===== config.mk =====
export PLATFORM = sky130hd
export DESIGN_NAME = spi_slv16
export DESIGN_NICKNAME = d
export VERILOG_FILES = /design/src/rtl/spi_pkg.sv /design/src/rtl/spi_sync_edge.sv /design/src/rtl/spi_slv16.sv
export SDC_FILE = /design/constraint.sdc
export NUM_CORES = 1
export LEC_CHECK = 0
export CAP_MARGIN = 20
export CORE_ASPECT_RATIO = 2
export CORE_MARGIN = 1
export CORE_UTILIZATION = 54
export CTS_CLUSTER_SIZE = 10
export DETAILED_ROUTE_END_ITERATION = 8
export PLACE_DENSITY = 0.9
export SKIP_LAST_GASP = 1
export SYNTH_ARGS = -nofsm -noshare
export SYNTH_HDL_FRONTEND = slang
export SYNTH_SLANG_ARGS = --single-unit

===== constraint.sdc =====
create_clock -name clk -period 3.1 [get_ports clk]
set_input_delay 0.465 -clock clk [delete_from_list [all_inputs] [get_ports clk]]
set_output_delay 0.465 -clock clk [all_outputs]
set_load 0.05 [all_outputs]

===== src/rtl/spi_pkg.sv =====
// Shared definitions for the 16-bit SPI responder.
// Frame width, bit counter width and FSM states.
package spi_pkg;

  localparam int DATA_W    = 16;
  localparam int BIT_CNT_W = 5;

  typedef enum logic {
    IDLE,
    ACTIVE
  } spi_slv_state_t;

endpackage


===== src/rtl/spi_sync_edge.sv =====
// Three-flop synchronizer for an asynchronous SPI line,
// with rise/fall strobes taken between ff2 and ff3.
module spi_sync_edge #(
  parameter logic RST_VAL = 1'b1
) (
  input  logic clk,
  input  logic rst_n,
  input  logic i_async,
  output logic o_sync,
  output logic o_rise,
  output logic o_fall
);

  logic r_ff1;
  logic r_ff2;
  logic r_ff3;

  always_ff @(posedge clk or negedge rst_n) begin
    if (!rst_n) begin
      r_ff1 <= RST_VAL;
      r_ff2 <= RST_VAL;
      r_ff3 <= RST_VAL;
    end else begin
      r_ff1 <= i_async;
      r_ff2 <= r_ff1;
      r_ff3 <= r_ff2;
    end
  end

  assign o_sync = r_ff2;
  assign o_rise = r_ff2 & ~r_ff3;
  assign o_fall = ~r_ff2 & r_ff3;

endmodule


===== src/rtl/spi_slv16.sv =====
// 16-bit SPI responder: SS_n frames, SCLK idles high, MSB first.
// MOSI sampled on SCLK fall, shifted in on rise; MISO is shft MSB.
module spi_slv16
  import spi_pkg::*;
#(
  parameter int DATA_W = spi_pkg::DATA_W
) (
  input  logic              clk,
  input  logic              rst_n,
  input  logic              SS_n,
  input  logic              SCLK,
  input  logic              MOSI,
  output logic              MISO,
  input  logic [DATA_W-1:0] tx_data,
  input  logic              wrt,
  output logic [DATA_W-1:0] rx_data,
  output logic              rdy,
  input  logic              clr_rdy,
  output logic              frm_err
);

  logic w_sclk_rise;
  logic w_sclk_fall;
  logic w_sclk_lvl_unused;
  logic w_ss_rise;
  logic w_ss_fall;
  logic w_ss_lvl_unused;

  logic r_mosi_ff1;
  logic r_mosi_ff2;
  logic r_mosi_ff3_unused;
  logic r_mosi_smpl;

  spi_slv_state_t       r_state;
  logic [DATA_W-1:0]    r_shft;
  logic [DATA_W-1:0]    r_tx_buf;
  logic [DATA_W-1:0]    r_rx_data;
  logic [BIT_CNT_W-1:0] r_bit_cnt;
  logic                 r_rdy;
  logic                 r_frm_err;

  logic [DATA_W-1:0]    w_shft_nxt;
  logic [BIT_CNT_W-1:0] w_cnt_nxt;

  spi_sync_edge #(.RST_VAL(1'b1)) u_sclk_sync (
    .clk    (clk),
    .rst_n  (rst_n),
    .i_async(SCLK),
    .o_sync (w_sclk_lvl_unused),
    .o_rise (w_sclk_rise),
    .o_fall (w_sclk_fall)
  );

  spi_sync_edge #(.RST_VAL(1'b1)) u_ss_sync (
    .clk    (clk),
    .rst_n  (rst_n),
    .i_async(SS_n),
    .o_sync (w_ss_lvl_unused),
    .o_rise (w_ss_rise),
    .o_fall (w_ss_fall)
  );

  always_ff @(posedge clk or negedge rst_n) begin
    if (!rst_n) begin
      r_mosi_ff1        <= 1'b0;
      r_mosi_ff2        <= 1'b0;
      r_mosi_ff3_unused <= 1'b0;
    end else begin
      r_mosi_ff1        <= MOSI;
      r_mosi_ff2        <= r_mosi_ff1;
      r_mosi_ff3_unused <= r_mosi_ff2;
    end
  end

  // SCLK edge is applied before an SS_n rise in the same cycle
  always_comb begin
    w_shft_nxt = r_shft;
    w_cnt_nxt  = r_bit_cnt;
    if (w_sclk_rise) begin
      w_shft_nxt = {r_shft[DATA_W-2:0], r_mosi_smpl};
      if (r_bit_cnt != '1) w_cnt_nxt = r_bit_cnt + 1'b1;
    end
  end

  always_ff @(posedge clk or negedge rst_n) begin
    if (!rst_n) begin
      r_state     <= IDLE;
      r_shft      <= '0;
      r_tx_buf    <= '0;
      r_rx_data   <= '0;
      r_bit_cnt   <= '0;
      r_rdy       <= 1'b0;
      r_frm_err   <= 1'b0;
      r_mosi_smpl <= 1'b0;
    end else begin
      if (wrt) r_tx_buf <= tx_data;
      if (clr_rdy) begin
        r_rdy     <= 1'b0;
        r_frm_err <= 1'b0;
      end
      unique case (r_state)
        IDLE: begin
          if (w_ss_fall) begin
            r_shft    <= wrt ? tx_data : r_tx_buf;
            r_bit_cnt <= '0;
            r_state   <= ACTIVE;
          end
        end
        ACTIVE: begin
          r_shft    <= w_shft_nxt;
          r_bit_cnt <= w_cnt_nxt;
          if (w_sclk_fall) r_mosi_smpl <= r_mosi_ff2;
          if (w_ss_rise) begin
            r_state <= IDLE;
            if (w_cnt_nxt == BIT_CNT_W'(DATA_W)) begin
              r_rx_data <= w_shft_nxt;
              r_rdy     <= 1'b1;
            end else begin
              r_frm_err <= 1'b1;
            end
          end
        end
        default: r_state <= IDLE;
      endcase
    end
  end

  assign MISO    = r_shft[DATA_W-1];
  assign rx_data = r_rx_data;
  assign rdy     = r_rdy;
  assign frm_err = r_frm_err;

endmodule


==> results of run 1 <==
worst max path at each step:
stage / start / endpoint / depth (start not counted)
finish: u_sclk_sync.o_sync$_DFF_PN1_ / rx_data[7]$_DFFE_PN0P_ / 6
global route: u_sclk_sync.o_sync$_DFF_PN1_ / rx_data[10]$_DFFE_PN0P_ / 6
CTS: u_sclk_sync.o_sync$_DFF_PN1_ / rx_data[7]$_DFFE_PN0P_ / 6
detailed placement: u_sclk_sync.o_sync$_DFF_PN1_ / rx_data[10]$_DFFE_PN0P_ / 6
global placement: u_sclk_sync.o_sync$_DFF_PN1_ / rx_data[7]$_DFFE_PN0P_ / 6
floorplan: u_sclk_sync.o_sync$_DFF_PN1_ / rx_data[0]$_DFFE_PN0P_ / 6
cells in the mapped netlist (2+ instances only):
master | count | share of area, %
a21oi_1 | 4 | 0.70
and4_1 | 2 | 0.61
buf_1 | 4 | 0.52
clkbuf_1 | 8 | 1.0
dfrtp_1 | 59 | 51
dfstp_2 | 6 | 5.5
inv_1 | 2 | 0.26
mux2_2 | 40 | 16
mux2_4 | 9 | 4.7
mux2i_1 | 17 | 5.9
nand2_1 | 26 | 3.4
nand4_1 | 2 | 0.43
nor2_1 | 5 | 0.65
nor2b_1 | 2 | 0.43
o21ai_0 | 21 | 3.6
sequential cells by signal (all words and copies together) (netlist names), 5 cells and up:
signal	count
rx_data	16
r_bit_cnt	5
r_shft	16
r_tx_buf	16
cells in the final DEF, fill, tap and decap left out, drive strengths merged:
master,n
a221oi,1
dfrtp,59
ha,1
nand2b,1
nand4,2
a21o,1
and3,1
nor2b,3
inv,2
a311oi,1
nand4b,1
dfstp,6
nand3,1
o2bb2ai,1
o21ai,21
mux2,49
mux2i,17
xnor2,1
clkdlybuf4s50,40
a22oi,1
clkinv,3
bufinv,1
nor2,5
a21oi,4
clkbuf,12
and4,2
nand3b,1
buf,7
nand2,26
or4,1
power groups by stage:
stage	logic [uW]	registers [uW]	clock network, uW
floorplan	279	1060	0
global placement	389	1060	0
CTS	425	1060	687
global route	465	1080	725
detailed placement	419	1080	0
finish	418	1060	668
per-layer routing:
layer / routed length (microns) / global-route usage (%) / up-vias / part of all wire (%)
met5: 0 / 0 / - / 0
met1: 2160 / 26.1 / 928 / 39
met4: 149 / 13.0 / 0 / 2.7
met2: 3100 / 39.2 / 35 / 56
met3: 144 / 5.19 / 13 / 2.6
li1: - / - / 875 / -
cell type report:
type	instances	area (sq um)	area share, %
multi-input cells	142	1180	33.5
repair buffers	47	450	12.8
clock inverters	4	45.0	1.28
well taps	58	72.6	2.06
clock buffers	12	135	3.84
inverters	2	7.51	0.213
flip-flops and latches	65	1630	46.4
logic make-up (layout without fill, tap and decap cells):
group | count (synthesis) | in the layout | synth area share, %
multiplexers | 66 | 66 | 26.2
flip-flops | 65 | 65 | 56.7
AND/OR/NAND/NOR | 44 | 44 | 7.56
AO/OA/AOI/OAI | 30 | 30 | 6.39
buffers and inverters | 15 | 65 | 2.35
adder cells (fa/ha/maj) | 1 | 1 | 0.434
XOR/XNOR | 1 | 1 | 0.304
stage by stage:
stage          setup slack (ps)  instances  total power [uW]
6_report                    533        330              2150
2_1_floorplan               742        222              1340
4_1_cts                     529        330              2170
5_1_grt                     407        330              2270
3_3_place_gp                581        314              1450
3_5_place_dp                521        314              1500
==> key figures, run 1 <==
Yosys
  – Mapped Avg Cell Area: 13.0 sq um
  – Unique masters post-synth: 30
  – Yosys warning count: 0
  – #FFs+latches synth: 65
  – Ys flop type: dfrtp_1
  – Post-Syn Nets: 246
  – Netlist Area Pre-Place: 2880 sq um
  – EDFF count, synth: 0
  – Gate Count Post-Synth: 222
  – Asr flop ratio synth: 100%
  – Post-synthesis sequential area ratio: 56.7%

Global routing
  – Largest net degree at the start of global routing: 51
  – First-pass GRT wire length: 9.17 mm
  – Total Routing Usage GR: 23.4%
  – Antenna violations before repair: 0
  – Number of global-route vias before repair: 1945
  – GR Overflow Total: 0

Floorplan
  – Die footprint: 5650 sq um
  – Core box area: 5140 sq um
  – Initial Util: 56.1%
  – Std-Cell Rows: 37
  – Die Y: 105 microns
  – DIE WIDTH: 53.6 microns
  – # IOs: 42

Routing
  – DRC violations left: 0
  – Final ANT Viol Nets: 0
  – Initial DRT Pass Iterations: 4
  – Post-Route WL: 5.56 mm
  – 1st-iter DRT viols: 44
  – WL per Instance: 16.8 microns
  – Vias post-DR: 1851
  – Vias per cell: 5.61

Worst setup path
  – Worst EP arrival: 2800 ps
  – CP Data Required Time: 3330 ps
  – Reg2Reg Launch Point: u_sclk_sync.o_sync$_DFF_PN1_
  – Startpoint types: register
  – Critical-path maximum fanout: 17
  – Worst path top cell family by delay: simple AND/OR/NAND/NOR gates
  – CP max stage delay: 550 ps
  – CP Class: reg2reg
  – CP endpoint kind: register
  – Reg2Reg Depth: 6
  – WP buf/inv: 1
  – Flop2flop setup slack: 530 ps
  – CP cell instances: nor2b_4, nand2_1, or4_4, a221oi_4, buf_4, mux2_2
  – Slowest library cell on the worst path: or4_4
  – R2r endpoint: rx_data[7]$_DFFE_PN0P_

Pwr
  – Combinational group share of total power: 19.5%
  – Leak Pwr: 0.00162 uW
  – P_sw: 610 uW
  – Power Density: 610 nW/um^2
  – Clk network pwr share: 31.1%
  – Power share of the sequential group: 49.5%
  – Sw frac: 28.4%
  – VDD IR max: 0.488 mV
  – Int Power: 1540 uW

Clock tree
  – Clk slew on worst S/H paths: 70 ps
  – TritonCTS clock tree: built
  – Cts bufs inserted: 9
  – Max clock buf depth: 2
  – Root buffer cell: clkbuf_8
  – Setup bufs post-CTS: 0
  – H-tree levels: 3
  – Sink Count: 65
  – Cts hold-fix bufs: 0
  – Latest clock arrival within the worst-skew pair: 350 ps
  – CTS resizes: 0

STA
  – Rel. slew slack: 59.7%
  – RSZ-0062 raised after global routing: no
  – Setup_tns: 0 ps
  – Endpoints failing setup: 0
  – Layout Skew: 8.44 ps
  – Fmax: 390 MHz
  – Fin crit period: 2570 ps
  – Final hold slack: 12.3 ps
  – Slew Viols, Final: 0
  – Slew @ Worst Pin: 604 ps
  – Final period utilization: 82.8%
  – Final hold violation count: 0

Final layout
  – Final Util: 68.6%
  – FILL cells: 351
  – Layout cells sized above 1: 28.7%
  – Area Overhead vs Synth: 22.3%
  – Net count, final: 291
  – Design area: 3520 sq um
  – Antenna cells: 0

Placement
  – Post-Place Cell Area: 3340 sq um
  – Routability-driven placement congestion ratio: 0.801
  – Post-DP HPWL: 3.78 mm
  – PortBufs: 41

Hold path
  – Hold Path Class: in2async

Outcome
  – Status: finished, final reports clean

Job
  – Number of max-cap violations: 0
(Power assumes the default switching activity.)
==> run 2: changes to the inputs <==
==> constraint.sdc (replaced) <==
create_clock -name clk -period 2.55 [get_ports clk]
set_input_delay 0.3825 -clock clk [delete_from_list [all_inputs] [get_ports clk]]
set_output_delay 0.3825 -clock clk [all_outputs]
set_load 0.05 [all_outputs]
==> run 2 against run 1 <==
Fmax grew 8.1%. Setup slack lost 360 ps. Via count grew 2.9%. Clock skew is essentially flat. Clock power grew 34%. Register-to-register slack lost 360 ps. Wire length shrank 1.7%. Sequential cell count is the same. Critical path type unchanged. Largest cell class unchanged.
==> key figures, run 2 (same netlist as run 1, synthesis figures left out) <==
Placement
  – Pre-CTS WS: 190 ps
  – PortBufs: 41
  – Routability-driven placement congestion ratio: 0.856
  – Post-DP HPWL: 3.78 mm

Clock tree
  – Setup bufs post-CTS: 0
  – Max clock buf depth: 2
  – Sink Count: 65
  – H-tree levels: 3
  – Clk slew on worst S/H paths: 70 ps
  – TritonCTS clock tree: built
  – Root buffer cell: clkbuf_8
  – Cts bufs inserted: 9
  – Cts hold-fix bufs: 0
  – CTS resizes: 0
  – Latest clock arrival within the worst-skew pair: 340 ps

Final layout
  – Sequential cell area: 1630 sq um
  – Final Util: 69.4%
  – Commonest non-fill, non-tap cell in the layout: dfrtp_1
  – FILL cells: 358
  – Multi-input gate area: 1180 sq um
  – Net count, final: 293
  – Most frequent cells in the layout: dfrtp_1, mux2_2, clkdlybuf4s50_1
  – Antenna cells: 0
  – Area Overhead vs Synth: 23.8%
  – Layout cells sized above 1: 29.6%

Global routing
  – GR Overflow Total: 0
  – Antenna violations before repair: 0
  – Largest net degree at the start of global routing: 66
  – Total Routing Usage GR: 23.3%
  – First-pass GRT wire length: 9.20 mm
  – Number of global-route vias before repair: 2008

STA
  – Endpoints failing setup: 0
  – Setup_tns: 0 ps
  – Fmax: 421 MHz
  – Worst setup margin: 175 ps
  – Fin crit period: 2380 ps
  – Rel. slew slack: 46.9%
  – Final period utilization: 93.1%
  – Slew Viols, Final: 0
  – Final hold slack: 203 ps
  – Final hold violation count: 0
  – Slew @ Worst Pin: 796 ps
  – Layout Skew: 7.97 ps
  – RSZ-0062 raised after global routing: no

Routing
  – Initial DRT Pass Iterations: 5
  – Post-Route WL: 5.46 mm
  – 1st-iter DRT viols: 28
  – DRC violations left: 0
  – Final ANT Viol Nets: 0
  – Vias post-DR: 1905
  – WL per Instance: 16.4 microns
  – Vias per cell: 5.74

Worst setup path
  – Reg2Reg Depth: 6
  – R2r endpoint: rx_data[7]$_DFFE_PN0P_
  – Setup crit end: rx_data[7]$_DFFE_PN0P_
  – Startpoint types: register
  – WP buf/inv: 1
  – Critical-path maximum fanout: 9
  – Worst EP arrival: 2600 ps
  – CP endpoint kind: register
  – CP Class: reg2reg
  – Reg2Reg Launch Point: r_bit_cnt[0]$_DFFE_PN0P_
  – CP Data Required Time: 2780 ps
  – Slowest library cell on the worst path: or4_4
  – Flop2flop setup slack: 170 ps
  – Worst path top cell family by delay: simple AND/OR/NAND/NOR gates
  – Stages on worst setup path: 6
  – CP cell instances: ha_1, nand2_1, or4_4, a221oi_4, buf_4, mux2_2
  – CP max stage delay: 540 ps
  – Setup crit start: r_bit_cnt[0]$_DFFE_PN0P_

Pwr
  – Power share of the sequential group: 47.8%
  – Sw frac: 27.4%
  – Clk network pwr share: 33.4%
  – P_sw: 737 uW
  – Combinational group share of total power: 18.8%
  – Leak Pwr: 0.00165 uW
  – Power Density: 755 nW/um^2
  – Int Power: 1960 uW
  – VDD IR max: 0.609 mV
  – Overall power: 2690 uW

Floorplan
  – DIE WIDTH: 53.6 microns
  – Initial Util: 56.1%
  – Core box area: 5140 sq um
  – Std-Cell Rows: 37
  – # IOs: 42
  – Die Y: 105 microns
  – Die footprint: 5650 sq um

Hold path
  – Hold Path Class: in2async

Job
  – Number of max-cap violations: 0

Outcome
  – Status: finished, final reports clean
## run 2: changes by cell type in the layout (fill, tap and decap cells not counted)
cell,change
buf_4,+2
clkbuf_8,+3
clkinv_2,-2
clkbuf_1,-1
## run 2: layout make-up
class / instances / area share [%]
repair buffers: 49 / 13.1
well taps: 58 / 2.04
clock buffers: 14 / 4.84
inverters: 2 / 0.211
clock inverters: 2 / 0.982
multi-input cells: 142 / 33.1
flip-flops and latches: 65 / 45.8
## run 2: worst min path at each step
stage	cells after the start	endpoint	start	slack, ps
floorplan	0	frm_err$_DFF_PN0_	rst_n	90
global placement	0	r_mosi_ff2$_DFF_PN0_	r_mosi_ff1$_DFF_PN0_	340
detailed placement	0	r_mosi_ff2$_DFF_PN0_	r_mosi_ff1$_DFF_PN0_	340
CTS	2	r_tx_buf[5]$_DFF_PN0_	rst_n	220
global route	2	r_tx_buf[5]$_DFF_PN0_	rst_n	270
finish	2	r_tx_buf[5]$_DFF_PN0_	rst_n	200
## run 2: worst register-to-register path: stages (launching register included)
cell and delay (ps):
dfrtp_1 460, ha_1 280, nand2_1 100, or4_4 540
a221oi_4 290, buf_4 260, mux2_2 350
## run 2: stage by stage
step	instances	instance area [sq um]
after global routing	332	3570
after detailed placement	316	3360
final	332	3570
after floorplan	222	2880
after CTS	332	3570
after global placement	316	3360
## run 2: power by group through the flow
stage	combinational (uW)	clock [uW]	sequential, uW
2_1_floorplan	339	0	1290
3_3_place_gp	473	0	1290
3_5_place_dp	504	0	1310
4_1_cts	511	922	1290
5_1_grt	562	960	1310
6_report	507	898	1290
## run 2: per-layer routing
metal,vias to the layer above,track usage [%],wire (microns)
li1,877,-,-
met1,955,26.6,2220
met2,58,36.6,2820
met3,15,7.22,212
met4,0,13.7,207
met5,-,0,0
